**config.mk**
```make
export PLATFORM = sky130hd
export DESIGN_NAME = alu_issue_ctrl
export DESIGN_NICKNAME = d
export VERILOG_FILES = /design/src/rtl/alu_issue_ctrl.sv
export SDC_FILE = /design/constraint.sdc
export NUM_CORES = 1
export LEC_CHECK = 0
export BUFFER_PORTS_ARGS = -buffer_cell sky130_fd_sc_hd__buf_2
export CORE_UTILIZATION = 51
export DETAILED_ROUTE_END_ITERATION = 8
export PLACE_DENSITY = 0.86
export SLEW_MARGIN = 20
export SYNTH_ARGS = -nofsm -noshare
export SYNTH_HDL_FRONTEND = slang
export SYNTH_SLANG_ARGS = --single-unit
```
**constraint.sdc**
```tcl
create_clock -name clk -period 4.1 [get_ports clk]
set_input_delay 0.615 -clock clk [delete_from_list [all_inputs] [get_ports clk]]
set_output_delay 0.615 -clock clk [all_outputs]
set_load 0.01 [all_outputs]
```
**src/rtl/alu_issue_ctrl.sv**
```systemverilog
// rtl/alu_issue_ctrl.sv - two-requester issue controller for the shared 16-bit ALU
//
// Purpose: round-robin arbitrates requester 0 (instruction datapath) and requester 1
// (compare/branch unit) onto one combinational ALU, one operation in flight at a time.
// Registers the ALU operands/opcode, owns the {N,Z,F,L,C} flag register and returns the
// result on a valid/ready response channel.
// Optional feature macro: ALU_CTRL_ADDC_EN enables the two-pass ADDC (0x07) sequence.
//
// Ports:
//   clk, rst_n                      clock, asynchronous active-low reset
//   reqN_valid/ready/op/a/b (N=0,1) request channels, accepted on valid & ready
//   alu_r1, alu_r2, alu_opcode      registered ALU inputs
//   alu_rout                        ALU result (combinational)
//   rsp_valid/ready/id/data/err     response channel, held until rsp_ready
//   flags                           architectural flags {N,Z,F,L,C}

module alu_issue_ctrl #(
    parameter int         DATA_W   = 16,
    parameter bit         RR_INIT  = 1'b0,
    parameter logic [4:0] FLAG_RST = 5'b00000
) (
    input  logic              clk,
    input  logic              rst_n,
    input  logic              req0_valid,
    output logic              req0_ready,
    input  logic [7:0]        req0_op,
    input  logic [DATA_W-1:0] req0_a,
    input  logic [DATA_W-1:0] req0_b,
    input  logic              req1_valid,
    output logic              req1_ready,
    input  logic [7:0]        req1_op,
    input  logic [DATA_W-1:0] req1_a,
    input  logic [DATA_W-1:0] req1_b,
    output logic [DATA_W-1:0] alu_r1,
    output logic [DATA_W-1:0] alu_r2,
    output logic [7:0]        alu_opcode,
    input  logic [DATA_W-1:0] alu_rout,
    output logic              rsp_valid,
    input  logic              rsp_ready,
    output logic              rsp_id,
    output logic [DATA_W-1:0] rsp_data,
    output logic              rsp_err,
    output logic [4:0]        flags
);

    localparam logic [7:0] OP_ADD  = 8'h05;
    localparam logic [7:0] OP_ADDU = 8'h06;
    localparam logic [7:0] OP_ADDC = 8'h07;
    localparam logic [7:0] OP_SUB  = 8'h09;
    localparam logic [7:0] OP_CMP  = 8'h0B;
    localparam int         MSB     = DATA_W - 1;

`ifdef ALU_CTRL_ADDC_EN
    typedef enum logic [1:0] {S_IDLE, S_EXEC, S_EXEC2, S_RESP} state_t;
`else
    typedef enum logic [1:0] {S_IDLE, S_EXEC, S_RESP} state_t;
`endif

    state_t              state_q, state_d;
    logic                prio_q, prio_d;
    logic [DATA_W-1:0]   r1_q, r1_d, r2_q, r2_d;
    logic [7:0]          op_q, op_d;
    logic                id_q, id_d;
    logic [DATA_W-1:0]   data_q, data_d;
    logic                err_q, err_d;
    logic [4:0]          flags_q, flags_d;
`ifdef ALU_CTRL_ADDC_EN
    // First-pass carry and original operand signs, needed to finish ADDC flags in EXEC2.
    logic                c1_q, c1_d, a_msb_q, a_msb_d, b_msb_q, b_msb_d;
`endif

    logic                gnt_valid, gnt_id;
    logic [1:0]          req_valid;
    logic [7:0]          gnt_op;
    logic [DATA_W-1:0]   gnt_a, gnt_b;

    // Carry out of the top bit, recovered from the operand sign bits and the result sign bit:
    // carry-in to the MSB is a^b^res, so carry = a&b | (a^b)&~res.
    function automatic logic msb_carry(input logic a, input logic b, input logic r);
        return (a & b) | ((a ^ b) & ~r);
    endfunction

    function automatic logic op_supported(input logic [7:0] op);
        case (op)
            8'h01, 8'h02, 8'h03, 8'h04, 8'h05, 8'h06, 8'h08,
            8'h09, 8'h0B, 8'h0C, 8'h0F, 8'h84: return 1'b1;
`ifdef ALU_CTRL_ADDC_EN
            8'h07:                              return 1'b1;
`endif
            default:                            return 1'b0;
        endcase
    endfunction

    assign req_valid = {req1_valid, req0_valid};

    always_comb begin
        gnt_valid = 1'b0;
        gnt_id    = prio_q;
        if (req_valid[prio_q]) begin
            gnt_valid = 1'b1;
            gnt_id    = prio_q;
        end else if (req_valid[~prio_q]) begin
            gnt_valid = 1'b1;
            gnt_id    = ~prio_q;
        end
    end

    assign gnt_op = gnt_id ? req1_op : req0_op;
    assign gnt_a  = gnt_id ? req1_a  : req0_a;
    assign gnt_b  = gnt_id ? req1_b  : req0_b;

    // rst_n gating keeps ready low while reset is held even if a requester is valid.
    assign req0_ready = rst_n && (state_q == S_IDLE) && gnt_valid && !gnt_id;
    assign req1_ready = rst_n && (state_q == S_IDLE) && gnt_valid && gnt_id;

    always_comb begin
        state_d = state_q;
        prio_d  = prio_q;
        r1_d    = r1_q;
        r2_d    = r2_q;
        op_d    = op_q;
        id_d    = id_q;
        data_d  = data_q;
        err_d   = err_q;
        flags_d = flags_q;
`ifdef ALU_CTRL_ADDC_EN
        c1_d    = c1_q;
        a_msb_d = a_msb_q;
        b_msb_d = b_msb_q;
`endif
        case (state_q)
            S_IDLE: begin
                if (gnt_valid) begin
                    r1_d   = gnt_a;
                    r2_d   = gnt_b;
                    op_d   = gnt_op;
                    id_d   = gnt_id;
                    prio_d = ~gnt_id;
                    if (op_supported(gnt_op)) begin
                        err_d   = 1'b0;
                        state_d = S_EXEC;
                    end else begin
                        err_d   = 1'b1;
                        data_d  = '0;
                        state_d = S_RESP;
                    end
                end
            end
            S_EXEC: begin
                data_d  = alu_rout;
                state_d = S_RESP;
                case (op_q)
                    OP_ADD: flags_d = {2'b00,
                        (r1_q[MSB] == r2_q[MSB]) && (alu_rout[MSB] != r1_q[MSB]), 1'b0,
                        msb_carry(r1_q[MSB], r2_q[MSB], alu_rout[MSB])};
                    OP_SUB: flags_d = {2'b00,
                        (r1_q[MSB] != r2_q[MSB]) && (alu_rout[MSB] != r1_q[MSB]), 1'b0,
                        msb_carry(r1_q[MSB], ~r2_q[MSB], alu_rout[MSB])};
                    OP_CMP: flags_d = {$signed(r1_q) < $signed(r2_q), r1_q == r2_q, 1'b0,
                        r1_q < r2_q, 1'b0};
`ifdef ALU_CTRL_ADDC_EN
                    OP_ADDC: begin
                        // Second pass adds the pre-op carry to the first-pass sum.
                        c1_d    = msb_carry(r1_q[MSB], r2_q[MSB], alu_rout[MSB]);
                        a_msb_d = r1_q[MSB];
                        b_msb_d = r2_q[MSB];
                        r1_d    = alu_rout;
                        r2_d    = {{(DATA_W-1){1'b0}}, flags_q[0]};
                        op_d    = OP_ADDU;
                        state_d = S_EXEC2;
                    end
`endif
                    default: ;
                endcase
            end
`ifdef ALU_CTRL_ADDC_EN
            S_EXEC2: begin
                data_d  = alu_rout;
                flags_d = {2'b00,
                    (a_msb_q == b_msb_q) && (alu_rout[MSB] != a_msb_q), 1'b0,
                    c1_q | msb_carry(r1_q[MSB], 1'b0, alu_rout[MSB])};
                state_d = S_RESP;
            end
`endif
            S_RESP: begin
                if (rsp_ready) state_d = S_IDLE;
            end
            default: state_d = S_IDLE;
        endcase
    end

    always_ff @(posedge clk or negedge rst_n) begin
        if (!rst_n) begin
            state_q <= S_IDLE;
            prio_q  <= RR_INIT;
            r1_q    <= '0;
            r2_q    <= '0;
            op_q    <= '0;
            id_q    <= 1'b0;
            data_q  <= '0;
            err_q   <= 1'b0;
            flags_q <= FLAG_RST;
`ifdef ALU_CTRL_ADDC_EN
            c1_q    <= 1'b0;
            a_msb_q <= 1'b0;
            b_msb_q <= 1'b0;
`endif
        end else begin
            state_q <= state_d;
            prio_q  <= prio_d;
            r1_q    <= r1_d;
            r2_q    <= r2_d;
            op_q    <= op_d;
            id_q    <= id_d;
            data_q  <= data_d;
            err_q   <= err_d;
            flags_q <= flags_d;
`ifdef ALU_CTRL_ADDC_EN
            c1_q    <= c1_d;
            a_msb_q <= a_msb_d;
            b_msb_q <= b_msb_d;
`endif
        end
    end

    assign alu_r1     = r1_q;
    assign alu_r2     = r2_q;
    assign alu_opcode = op_q;
    assign rsp_valid  = (state_q == S_RESP);
    assign rsp_id     = id_q;
    assign rsp_data   = data_q;
    assign rsp_err    = err_q;
    assign flags      = flags_q;

endmodule

```
==> results of run 1 <==
[metal layers]
metal  global-route usage (%)  vias to the layer above  share of wire [%]
met5                        0                        -                  0
met4                    8.636                        0                1.5
met3                    7.218                       13                7.7
met2                    43.22                      138                 50
met1                    27.85                     1532                 41
li1                         -                     1589                  -
[path summary, 6_finish.rpt]
kind	slack, ns	start	endpoint
worst max-delay path	1.02	req1_valid	rsp_err$_DFFE_PN0P_
worst min-delay path	0.22	rst_n	state_q[0]$_DFFE_PN0P_
worst max register to register	1.20	prio_q$_DFFE_PN0P_	rsp_err$_DFFE_PN0P_
worst min register to register	0.47	flags[1]$_DFFE_PN0P_	flags[1]$_DFFE_PN0P_
max in group asynchronous	2.90	rst_n	alu_r1[14]$_DFFE_PN0P_
min in group clk	0.47	flags[1]$_DFFE_PN0P_	flags[1]$_DFFE_PN0P_
[power by group through the flow]
stage / registers, mW / clock network [mW] / logic (mW)
finish: 1.07 / 0.463 / 1.38
global route: 1.10 / 0.505 / 1.55
CTS: 1.07 / 0.473 / 1.38
detailed placement: 1.08 / 0 / 1.38
global placement: 1.07 / 0 / 1.32
floorplan: 1.14 / 0 / 0.828
[cell families (layout without fill, tap and decap cells)]
logic type,Yosys count,after routing
AND/OR/NAND/NOR,93,93
buffers and inverters,39,203
multiplexers,59,59
XOR/XNOR,1,1
flip-flops,66,66
adder cells (fa/ha/maj),17,17
AO/OA/AOI/OAI,89,89
[cells in the mapped netlist (3+ instances only)]
cell / n / share of area [%]
nand2b_1: 3 / 0.52
a21o_1: 5 / 1.0
nor2b_1: 3 / 0.52
and3_1: 3 / 0.52
o21a_1: 3 / 0.63
inv_1: 19 / 2.0
nand2_1: 56 / 5.8
mux2i_1: 56 / 16
a21oi_2: 9 / 2.2
buf_6: 4 / 1.3
ha_1: 17 / 5.9
dfrtp_1: 66 / 46
clkbuf_1: 14 / 1.5
nor3_1: 3 / 0.42
a21oi_1: 15 / 2.1
nor2_1: 12 / 1.3
o21ai_0: 44 / 6.1
nand3_1: 6 / 0.83
[cell type report]
| type | instances | area [µm²] | area share [%] |
|---|---|---|---|
| Multi-Input combinational cell | 259 | 1780 | 38.44 |
| Sequential cell | 66 | 1652 | 35.66 |
| Timing Repair Buffer | 168 | 845.8 | 18.26 |
| Clock buffer | 11 | 131.4 | 2.836 |
| Tap cell | 96 | 120.1 | 2.593 |
| Inverter | 19 | 71.32 | 1.540 |
| Clock inverter | 5 | 31.28 | 0.6753 |
[placed cells by master (no fill, tap or decap), types with 2 or more instances in the layout]
cell type	count
dfrtp_1	66
inv_1	19
a21oi_1	15
nand2b_1	2
buf_2	166
clkbuf_8	9
nand3_1	6
nor4_1	2
mux2i_1	56
o21ai_0	44
o21a_1	3
mux2_2	2
nand2_1	56
nor3_1	2
nand4_1	2
a211o_1	2
nor2b_1	3
a21oi_2	9
clkinv_2	3
clkbuf_1	2
nor2_1	12
ha_1	17
a21o_1	5
and3_1	3
buf_4	2
[through the flow]
| step | hold slack [ns] | util (%) | power, mW | instance area [µm²] | worst slack, ns |
|---|---|---|---|---|---|
| 2_1_floorplan | 0.3194 | - | 1.969 | 3598 | 1.607 |
| 3_3_place_gp | 0.4598 | 65.69 | 2.390 | 4463 | 0.8024 |
| 3_5_place_dp | 0.4596 | 65.69 | 2.457 | 4463 | 0.6730 |
| 4_1_cts | 0.2220 | 68.08 | 2.922 | 4626 | 1.037 |
| 5_1_grt | 0.2379 | 68.18 | 3.153 | 4632 | 0.7791 |
| 6_report | 0.2214 | 68.18 | 2.905 | 4632 | 1.022 |
[flip-flops by register name (all words and copies together), names as in the netlist]
name	flops
rsp_id	1
rsp_data	16
prio_q	1
rsp_err	1
alu_r2	16
flags	5
alu_r1	16
alu_opcode	8
state_q	2
[worst max-delay path: stages]
cell       delay (ns)
buf_2            0.09
nor2b_1          0.22
a21o_4           0.60
a31oi_1          0.21
a2111oi_0        0.49
a311o_1          0.82
mux2_2           0.29
==> impl_metrics.py, run 1 <==
metrics = {
    "pwr": {
        "p_per_area_nw_per_um2": 627.1,
        "seq_power_share_pct": 36.7,
        "p_int_mw": 1.671,
        "p_sw_share_pct": 42.46,
        "p_switching_mw": 1.234,
        "irDropWorstVdd_uv": 445.7,
        "leakagePower_nw": 2.636,
        "clkPwrFrac_pct": 15.9,
        "pwr-share-comb_pct": 47.4,
    },
    "global_route": {
        "grt-ovfl-total": 0,
        "grt_pass1_wl_mm": 13.95,
        "track_usage_pct": 24.37,
        "grt_max_degree": 83,
        "antenna_found_initial": 0,
        "first_global_vias": 3126,
    },
    "timing": {
        "tightest_slew_ns": 0.9626,
        "max_freq_ghz": 0.3249,
        "report.final.setup_viol": 0,
        "min_period_ns": 3.078,
        "relSlewSlack_pct": 35.83,
        "min_period_over_period_pct": 75.06,
        "totalNegativeSetupSlack_ns": 0,
        "hold_viol": 0,
        "drv_slew": 0,
        "skew_ns": 0.009744,
        "grt_setup_unrepaired": "false",
    },
    "cts": {
        "post_cts_buffers": 0,
        "cts.sinks": 66,
        "cts_buffer_depth": 2,
        "cts_hold_buffers": 0,
        "clk_pin_slew_ns": 0.07,
        "cts-resized-gates": 0,
        "clock_latency_ns": 0.34,
        "cts_buffers": 9,
        "clockRootBuffer": "clkbuf_8",
        "cts_tree": "built",
        "cts_max_level": 3,
    },
    "final_layout": {
        "antenna_cells": 0,
        "fillCellCount": 548,
        "final_nets": 641,
        "drive_gt1_share_pct": 37.50,
        "final_cells": 624,
        "syn_to_final_growth_pct": 28.72,
    },
    "drt": {
        "drc_errors": 0,
        "viasPerCell": 5.244,
        "wl_per_cell_um": 14.35,
        "drtIter0Drc": 123,
        "dr.pass1.iters": 4,
        "ant_nets": 0,
        "wl_mm": 8.953,
        "via_count": 3272,
    },
    "placed_design": {
        "portBuffers": 166,
        "hpwl_mm": 6.688,
        "dp_cells": 608,
        "finalWeightedCongestion": 0.8318,
    },
    "critical_path": {
        "critPathMaxFanout": 49,
        "critPathKind": "in -> reg",
        "ff2ff_path_depth": 5,
        "worstPathArrival_ns": 3.35,
        "worstSetupEndpointType": "flop",
        "crit_path_start_kind": "input pin",
        "worst_ep_required_time_ns": 4.37,
    },
    "floorplan": {
        "io_pins": 167,
        "coreArea_um2": 6794,
        "die_h_um": 86,
        "initial_core_util_pct": 52.97,
        "std_cell_rows": 30,
        "dieArea_um2": 7396,
        "die_w_um": 86,
    },
    "synthesis": {
        "synth_fa_ha_area_share_pct": 5.911,
        "synth_top_family_by_area": "multiplexers",
        "synthArstFlopShare_pct": 100.0,
        "synthDistinctLibCells": 39,
        "synth_edf_count": 0,
        "synth_seq_area_share_pct": 45.90,
        "synth_ff_type": "dfrtp_1",
        "synth-xor-area-share_pct": 0.2434,
        "synthMuxAreaShare_pct": 16.62,
        "avgSynthCellArea_um2": 9.886,
        "synthesis.area_um2": 3598,
        "synth_seq_cells": 66,
        "netlist_instances": 364,
        "ys_warn_count": 0,
        "synth_compound_area_share_pct": 15.13,
        "synthSimpleGateAreaFrac_pct": 11.23,
        "syn_nets": 482,
    },
    "flow_run": {
        "drv_cap": 0,
    },
    "min_path": {
        "min_path_type": "in -> async",
    },
    "outcome": {
        "status": "finished, final reports clean",
    },
}
No activity file was read; power rests on OpenSTA's default activity.
==> run 2, diff against run 1 <==
--- a/config.mk
+++ b/config.mk
@@ -6,9 +6,9 @@
 export NUM_CORES = 1
 export LEC_CHECK = 0
 export BUFFER_PORTS_ARGS = -buffer_cell sky130_fd_sc_hd__buf_2
-export CORE_UTILIZATION = 51
+export CORE_UTILIZATION = 43
 export DETAILED_ROUTE_END_ITERATION = 8
-export PLACE_DENSITY = 0.86
+export PLACE_DENSITY = 0.78
 export SLEW_MARGIN = 20
 export SYNTH_ARGS = -nofsm -noshare
 export SYNTH_HDL_FRONTEND = slang
==> constraint.sdc (replaced) <==
create_clock -name clk -period 2.69 [get_ports clk]
set_input_delay 0.4035 -clock clk [delete_from_list [all_inputs] [get_ports clk]]
set_output_delay 0.4035 -clock clk [all_outputs]
set_load 0.01 [all_outputs]
==> run 2 against run 1 <==
  * Worst hold slack gained 0.079 ns
  * Setup slack lost 0.62 ns
  * Register-to-register slack lost 0.80 ns
  * Final area grew 2.1%
  * Sequential cell count is the same
  * Sequential share of layout area shrank 0.75 points
==> impl_metrics.py, run 2 (same netlist as run 1, synthesis figures left out) <==
metrics = {
    "pwr": {
        "leakagePower_nw": 2.686,
        "p_per_area_nw_per_um2": 972.8,
        "power_mw": 4.602,
        "irDropWorstVdd_uv": 409.0,
    },
    "drt": {
        "viasPerCell": 5.144,
        "drc_errors": 0,
        "drtIter0Drc": 115,
        "dr.pass1.iters": 4,
        "wl_per_cell_um": 14.14,
        "via_count": 3277,
        "ant_nets": 0,
        "wl_mm": 9.010,
    },
    "critical_path": {
        "worstSetupEndpointType": "flop",
        "critPathMaxFanout": 16,
        "critPathKind": "reg -> reg",
        "r2r-end": "rsp_data[11]$_DFFE_PN0P_",
        "worstPathArrival_ns": 2.55,
        "ff2ff_setup_slack_ns": 0.40,
        "cpMaxStageDelayCell": "a311o_1",
        "worst_ep_required_time_ns": 2.95,
        "ff2ff_path_depth": 6,
        "timing.rr.start": "prio_q$_DFFE_PN0P_",
        "crit_chain": "a21o_4 > mux2_4 > a211o_1 > a311o_1 > buf_4 > a21oi_2",
        "crit_path_start_kind": "flop",
        "max_stage_delay_ns": 0.50,
    },
    "timing": {
        "grt_setup_unrepaired": "false",
        "tightest_slew_ns": 0.8342,
        "relSlewSlack_pct": 44.39,
        "min_period_over_period_pct": 85.16,
        "drv_slew": 0,
        "skew_ns": 0.005731,
        "totalNegativeSetupSlack_ns": 0,
        "hold_viol": 0,
        "max_freq_ghz": 0.4365,
        "min_period_ns": 2.291,
        "report.final.setup_viol": 0,
    },
    "cts": {
        "cts_buffers": 9,
        "cts_hold_buffers": 0,
        "post_cts_buffers": 0,
        "cts_buffer_depth": 2,
        "clockRootBuffer": "clkbuf_8",
        "cts_tree": "built",
        "clk_pin_slew_ns": 0.07,
        "cts_max_level": 3,
        "clock_latency_ns": 0.33,
        "cts.sinks": 66,
        "cts-resized-gates": 0,
    },
    "global_route": {
        "track_usage_pct": 21.54,
        "antenna_found_initial": 0,
        "grt-ovfl-total": 0,
        "grt_pass1_wl_mm": 14.68,
        "first_global_vias": 3162,
        "grt_max_degree": 67,
    },
    "floorplan": {
        "std_cell_rows": 33,
        "io_pins": 167,
        "coreArea_um2": 8175,
        "die_h_um": 93.48,
        "dieArea_um2": 8739,
        "die_w_um": 93.48,
        "initial_core_util_pct": 44.02,
    },
    "final_layout": {
        "final_cells": 637,
        "syn_to_final_growth_pct": 31.47,
        "fin_area_um2": 4731,
        "fillCellCount": 745,
        "mostFrequentLayoutCells": "buf_2 (165), dfrtp_1 (66), nand2_1 (56), mux2i_1 (56), o21ai_0 (44)",
        "drive_gt1_share_pct": 37.97,
        "final_common_cell": "buf_2",
        "final_nets": 646,
        "antenna_cells": 0,
    },
    "outcome": {
        "status": "finished, final reports clean",
    },
    "min_path": {
        "min_path_type": "in -> async",
    },
    "placed_design": {
        "finalWeightedCongestion": 0.7933,
        "dp_cells": 622,
        "hpwl_mm": 6.994,
        "portBuffers": 166,
        "placed_area_um2": 4527,
    },
    "flow_run": {
        "drv_cap": 0,
    },
}
run 2: layout make-up:
| cell class | instances | area [µm²] | area share, % |
|---|---|---|---|
| clock inverters | 2 | 35.03 | 0.7405 |
| well taps | 105 | 131.4 | 2.777 |
| repair buffers | 173 | 898.4 | 18.99 |
| clock buffers | 13 | 168.9 | 3.570 |
| multi-input cells | 259 | 1774 | 37.50 |
| flip-flops and latches | 66 | 1652 | 34.91 |
| inverters | 19 | 71.32 | 1.508 |
run 2: metal layers:
layer	GRT usage, %	share of wire [%]	routed length (µm)	vias up
li1	-	-	-	1599
met1	26.94	44	3969	1545
met2	36.64	48	4286	122
met3	5.528	7.2	648	11
met4	6.282	1.2	106	0
met5	0	0	0	-
run 2: critical path, delay by kind of cell, from the launching register on:
kind,cells,cell delay [ns]
compound gates,4,1.22
buf+inv,1,0.26
mux,1,0.33
flops,1,0.41
run 2: worst max path at each step:
| stage | start | endpoint | slack, ns |
|---|---|---|---|
| 2_1_floorplan | req1_valid | rsp_err$_DFFE_PN0P_ | 0.49 |
| 3_3_place_gp | req1_valid | rsp_data[12]$_DFFE_PN0P_ | 0.17 |
| 3_5_place_dp | req1_valid | rsp_data[11]$_DFFE_PN0P_ | 0.1 |
| 4_1_cts | prio_q$_DFFE_PN0P_ | rsp_data[11]$_DFFE_PN0P_ | 0.40 |
| 5_1_grt | prio_q$_DFFE_PN0P_ | rsp_data[13]$_DFFE_PN0P_ | 0.31 |
| 6_report | prio_q$_DFFE_PN0P_ | rsp_data[11]$_DFFE_PN0P_ | 0.40 |
run 2: metrics by stage:
step,setup slack [ns],hold slack [ns],util [%]
2_1_floorplan,0.4874,0.1079,-
3_3_place_gp,0.1679,0.4596,55.37
3_5_place_dp,0.09604,0.4665,55.37
4_1_cts,0.3952,0.3282,57.87
5_1_grt,0.3118,0.3382,57.87
6_report,0.3991,0.3002,57.87
run 2: report_power, final:
group	leakage, nW	internal [mW]	switching [mW]	total (mW)
combinational	1.75	0.915	1.20	2.12
clock	0.106	0.498	0.353	0.852
sequential	0.831	1.33	0.302	1.63
